`src/rtl/uart_rxd.sv`:
```
// ============================================================================
// Module   : uart_rxd
// Brief    : Oversampling UART receiver; reframes start/data/parity/stop bits
//            and writes each byte with error flags into the RX FIFO.
// Revision : 1.0
// ============================================================================
`default_nettype none

module uart_rxd #(
    parameter int SYNC_STAGES = 2
) (
    input  logic       i_uart_clk,
    input  logic       i_rst_n,
    input  logic       i_rxd,
    input  logic       i_enable,
    input  logic [1:0] i_cfg_rxd_sample,
    input  logic [1:0] i_cfg_rxd_parity,
    input  logic       i_cfg_rxd_stop,
    input  logic       i_fifo_notfull,
    output logic       o_fifo_wr,
    output logic [7:0] o_fifo_data,
    output logic       o_parity_err,
    output logic       o_frame_err,
    output logic       o_overrun_err,
    output logic       o_busy
);

    typedef enum logic [2:0] {
        IDLE   = 3'd0,
        START  = 3'd1,
        DATA   = 3'd2,
        PARITY = 3'd3,
        STOP1  = 3'd4,
        STOP2  = 3'd5
    } state_t;

    state_t                 state, state_nxt;
    logic [SYNC_STAGES-1:0] sync;
    logic                   rxs, rxs_prev;
    logic [1:0]             smp_cfg, par_cfg;
    logic                   stop_cfg;
    logic [4:0]             cnt, half_m1, full_m1;
    logic [3:0]             bit_cnt;
    logic [7:0]             shreg;
    logic                   par_err, frm_err;
    logic                   tick, start_det, finish, par_en;

    always_ff @(posedge i_uart_clk or negedge i_rst_n) begin
        if (!i_rst_n) sync <= '1;
        else          sync <= {sync[SYNC_STAGES-2:0], i_rxd};
    end

    assign rxs       = sync[SYNC_STAGES-1];
    assign start_det = rxs_prev & ~rxs & i_enable;
    assign par_en    = (par_cfg == 2'b01) || (par_cfg == 2'b10);
    assign o_busy    = (state != IDLE);

    // Counter runs 0..N-1 so that N = 32 still fits in five bits.
    always_comb begin
        case (smp_cfg)
            2'b00:   begin half_m1 = 5'd3;  full_m1 = 5'd7;  end
            2'b10:   begin half_m1 = 5'd15; full_m1 = 5'd31; end
            default: begin half_m1 = 5'd7;  full_m1 = 5'd15; end
        endcase
        tick = (state == START) ? (cnt == half_m1) : (cnt == full_m1);
    end

    always_ff @(posedge i_uart_clk or negedge i_rst_n) begin
        if (!i_rst_n) state <= IDLE;
        else          state <= state_nxt;
    end

    always_comb begin
        state_nxt = state;
        finish    = 1'b0;
        case (state)
            IDLE:   if (start_det) state_nxt = START;
            START:  if (tick) state_nxt = rxs ? IDLE : DATA;
            DATA:   if (tick && bit_cnt == 4'd7) state_nxt = par_en ? PARITY : STOP1;
            PARITY: if (tick) state_nxt = STOP1;
            STOP1: begin
                if (tick) begin
                    if (stop_cfg) begin
                        state_nxt = STOP2;
                    end else begin
                        state_nxt = IDLE;
                        finish    = 1'b1;
                    end
                end
            end
            STOP2: begin
                if (tick) begin
                    state_nxt = IDLE;
                    finish    = 1'b1;
                end
            end
            default: state_nxt = IDLE;
        endcase
        if (state != IDLE && !i_enable) begin
            state_nxt = IDLE;
            finish    = 1'b0;
        end
    end

    always_ff @(posedge i_uart_clk or negedge i_rst_n) begin
        if (!i_rst_n) begin
            rxs_prev      <= 1'b1;
            smp_cfg       <= 2'b00;
            par_cfg       <= 2'b00;
            stop_cfg      <= 1'b0;
            cnt           <= 5'd0;
            bit_cnt       <= 4'd0;
            shreg         <= 8'h00;
            par_err       <= 1'b0;
            frm_err       <= 1'b0;
            o_fifo_wr     <= 1'b0;
            o_fifo_data   <= 8'h00;
            o_parity_err  <= 1'b0;
            o_frame_err   <= 1'b0;
            o_overrun_err <= 1'b0;
        end else begin
            rxs_prev      <= rxs;
            o_fifo_wr     <= 1'b0;
            o_parity_err  <= 1'b0;
            o_frame_err   <= 1'b0;
            o_overrun_err <= 1'b0;
            if (state == IDLE) begin
                if (start_det) begin
                    smp_cfg  <= i_cfg_rxd_sample;
                    par_cfg  <= i_cfg_rxd_parity;
                    stop_cfg <= i_cfg_rxd_stop;
                    cnt      <= 5'd0;
                    bit_cnt  <= 4'd0;
                    par_err  <= 1'b0;
                    frm_err  <= 1'b0;
                end
            end else begin
                cnt <= tick ? 5'd0 : cnt + 5'd1;
                if (tick) begin
                    case (state)
                        DATA: begin
                            shreg   <= {rxs, shreg[7:1]};
                            bit_cnt <= bit_cnt + 4'd1;
                        end
                        PARITY:       par_err <= (^shreg) ^ rxs ^ (par_cfg == 2'b01);
                        STOP1, STOP2: if (!rxs) frm_err <= 1'b1;
                        default:      ;
                    endcase
                end
            end
            // The final stop sample is folded in directly; frm_err updates too late.
            if (finish) begin
                if (i_fifo_notfull) begin
                    o_fifo_wr    <= 1'b1;
                    o_fifo_data  <= shreg;
                    o_parity_err <= par_err;
                    o_frame_err  <= frm_err | ~rxs;
                end else begin
                    o_overrun_err <= 1'b1;
                end
            end
        end
    end

endmodule

`default_nettype wire

```
`config.mk`:
```
export PLATFORM = sky130hd
export DESIGN_NAME = uart_rxd
export DESIGN_NICKNAME = d
export VERILOG_FILES = /design/src/rtl/uart_rxd.sv
export SDC_FILE = /design/constraint.sdc
export NUM_CORES = 1
export LEC_CHECK = 0
export CORE_ASPECT_RATIO = 0.8
export CORE_UTILIZATION = 59
export CTS_CLUSTER_DIAMETER = 100
export DETAILED_ROUTE_END_ITERATION = 8
export GPL_TIMING_DRIVEN = 0
export HOLD_SLACK_MARGIN = 0.05
export PLACE_DENSITY = 0.88
export SLEW_MARGIN = 30
export SYNTH_ARGS = -nofsm -noshare
export SYNTH_HDL_FRONTEND = slang
export SYNTH_SLANG_ARGS = --single-unit
```
`constraint.sdc`:
```
create_clock -name i_uart_clk -period 5.6 [get_ports i_uart_clk]
set_clock_uncertainty 0.05 [all_clocks]
set_input_delay 1.12 -clock i_uart_clk [delete_from_list [all_inputs] [get_ports i_uart_clk]]
set_output_delay 1.12 -clock i_uart_clk [all_outputs]
set_load 0.01 [all_outputs]
```
==> metrics.cfg <==
[clock_tree]
numClockSinks = 42
path_clk_slew_ns = 0.07
postCtsHoldBufs = 0
cts_setup_buffers = 0
htree_levels = 2
insertion_delay_ns = 0.29
clockBufferDepth = 2
postCtsResizedCells = 0
cts_tree = done
clockRootBuffer = clkbuf_8
cts_buffers = 5

[global_route]
grt_overflow = 0
grt_start_max_net_pins = 32
use_met2_pct = 42.4
grtUsageMet3_pct = 6.88
grt_pass1_vias = 1440
use_met1_pct = 33.0
antenna_found_initial = 0
grt_pass1_wl_mm = 6.75
top_usage_layer = met2
grt_use_total_pct = 26.5

[synth]
synth_area_per_cell_um2 = 11.1
ys_seq_area_share_pct = 51.8
ys_warn_count = 0
synth_seq_cells = 42
synth.net_count = 196
synthCells = 183
syn_area_mm2 = 0.00203
synthArstFlopShare_pct = 100
synth_compound_area_share_pct = 9.04
yosys.area.top_type = dfrtp_1
synth_edf_count = 0
synth-xor-area-share_pct = 4.31
muxShareOfSynthArea_pct = 13.5
synth_flop_cell = dfrtp_1
synth_cell_types = 42
synthTopCellsByArea = dfrtp_1 48%, mux2_2 11%, nand2_1 4.8%
yosys.area_share.simple_pct = 16.9
netlist.area_leader.share_pct = 48.0
synth_top_family_by_area = simple AND/OR/NAND/NOR gates
synthAdderAreaFrac_pct = 1.85

[timing]
worst_pin_slew_ns = 0.701
min_period_ns = 3.50
whs_ns = 0.310
finalSetupTns_ns = 0
hold_violations = 0
rsz0062_at_grt = false
drv_slew = 0
fin_ws_ns = 2.10
fmax_mhz = 286
finalCritPeriodShare_pct = 62.5
max_slew_margin_pct = 52.9
setup_violations = 0

[setup_path]
max_stage_delay_ns = 0.63
cp-end-kind = primary output
worstPathMaxFanout = 10
r2r_slack_ns = 3.21
slowest_stage = nor3_1
crit_family = buffers and inverters
cp-start-kind = flop
cp.arrival_ns = 2.33
critPathKind = flop to primary output
crit_required_ns = 4.43
cp_num_buf_inv = 3
path_cells = clkbuf_1 -> nor3_1 -> inv_1 -> clkdlybuf4s50_1

[detailed_routing]
drc = 0
vias_per_cell = 6.09
drtPass1Iterations = 4
vias = 1546
wire_per_inst_um = 16.3
routed_wl_mm = 4.15
drtIter0Drc = 99
drtAntennaViolNets = 0

[run_status]
status = complete, no violations

[finish]
utilization_pct = 75.7
syn_to_final_growth_pct = 18.1
nFillCells = 207
final_layout_size_suffix_gt1_share_pct = 18.2
final_cell_mix = 39 x dfrtp_1, 26 x nand2_1, 21 x clkdlybuf4s50_1, 20 x mux2_2
nets = 226
antenna_cells = 0
final_common_cell = dfrtp_1

[min_path]
holdCritPathClass = flop to flop

[placed_design]
post-place-ws_ns = 2.46
port_buffers = 22
gp_congestion = 0.882
place_hpwl_mm = 3.01

[floorplan]
dieArea_mm2 = 0.00369
die_h_um = 54.5
die_w_um = 67.7
core-area_mm2 = 0.00318
start_util_pct = 64.1
ios = 23
fp-row-count = 18

[run]
maxCapViolCount = 0

[power]
p_per_area_mw_per_mm2 = 337
ir_drop_uv = 302
power_mw = 0.809
p_leak_nw = 1.07

==> registers in the layout, summed over array words and instances (netlist names), 2 cells and up <==
| name | count |
|---|---|
| smp_cfg | 2 |
| shreg | 8 |
| par_cfg | 2 |
| state | 3 |
| o_fifo_data | 8 |
| cnt | 5 |
| sync | 2 |
| bit_cnt | 4 |
==> through the flow <==
step | instance area [um^2] | cells
finish | 2400 | 254
global route | 2400 | 254
CTS | 2400 | 254
detailed placement | 2320 | 246
global placement | 2300 | 245
floorplan | 2030 | 183
==> synthesized netlist by cell type, types with 2 or more instances <==
library cell / number
inv_1: 6
nand2b_1: 3
nand2_1: 26
nor3b_1: 3
and4_1: 2
nor2b_1: 2
o22a_1: 2
clkbuf_1: 3
nand3_1: 6
o21ai_0: 6
ha_1: 3
nor2_1: 5
and2_1: 2
a21oi_1: 9
dfstp_2: 3
mux2_2: 20
nor4b_1: 2
a31oi_1: 2
a22o_1: 2
nor3_1: 4
dfrtp_1: 39
mux2i_1: 5
xnor2_1: 9
==> routing by layer <==
layer	vias to the layer above	routed length [um]
li1	710	-
met1	759	1830
met2	62	1950
met3	15	263
met4	0	110
met5	-	0
==> layout make-up <==
class	count	area, um^2	area share [%]
well taps	40	50.0	2.08
plain buffers	5	30.0	1.25
flip-flops and latches	42	1050	43.9
repair buffers	23	235	9.79
clock inverters	2	10.0	0.417
clock buffers	6	72.6	3.02
inverters	6	22.5	0.938
multi-input cells	130	927	38.6
==> worst paths after layout <==
path,startpoint,endpoint,cells after the start
setup / recovery,state[2],o_busy,4
max in group asynchronous,i_rst_n,rxs_prev,2
hold / removal,sync[0],sync[1],0
hold reg to reg,sync[0],sync[1],0
setup reg to reg,state[1],state[2],6
min in group asynchronous,i_rst_n,cnt[2],1
==> power by group <==
group          switching (mW)  internal (mW)  total [mW]
Combinational           0.145          0.109       0.254
Clock                  0.0972         0.0863       0.183
Sequential             0.0330          0.339       0.372
==> cell families after synthesis <==
group / Yosys count
AO/OA/AOI/OAI: 28
XOR/XNOR: 10
adder cells (fa/ha/maj): 3
buffers and inverters: 11
flip-flops: 42
multiplexers: 25
AND/OR/NAND/NOR: 64
Power figures use the tool's default switching activity.
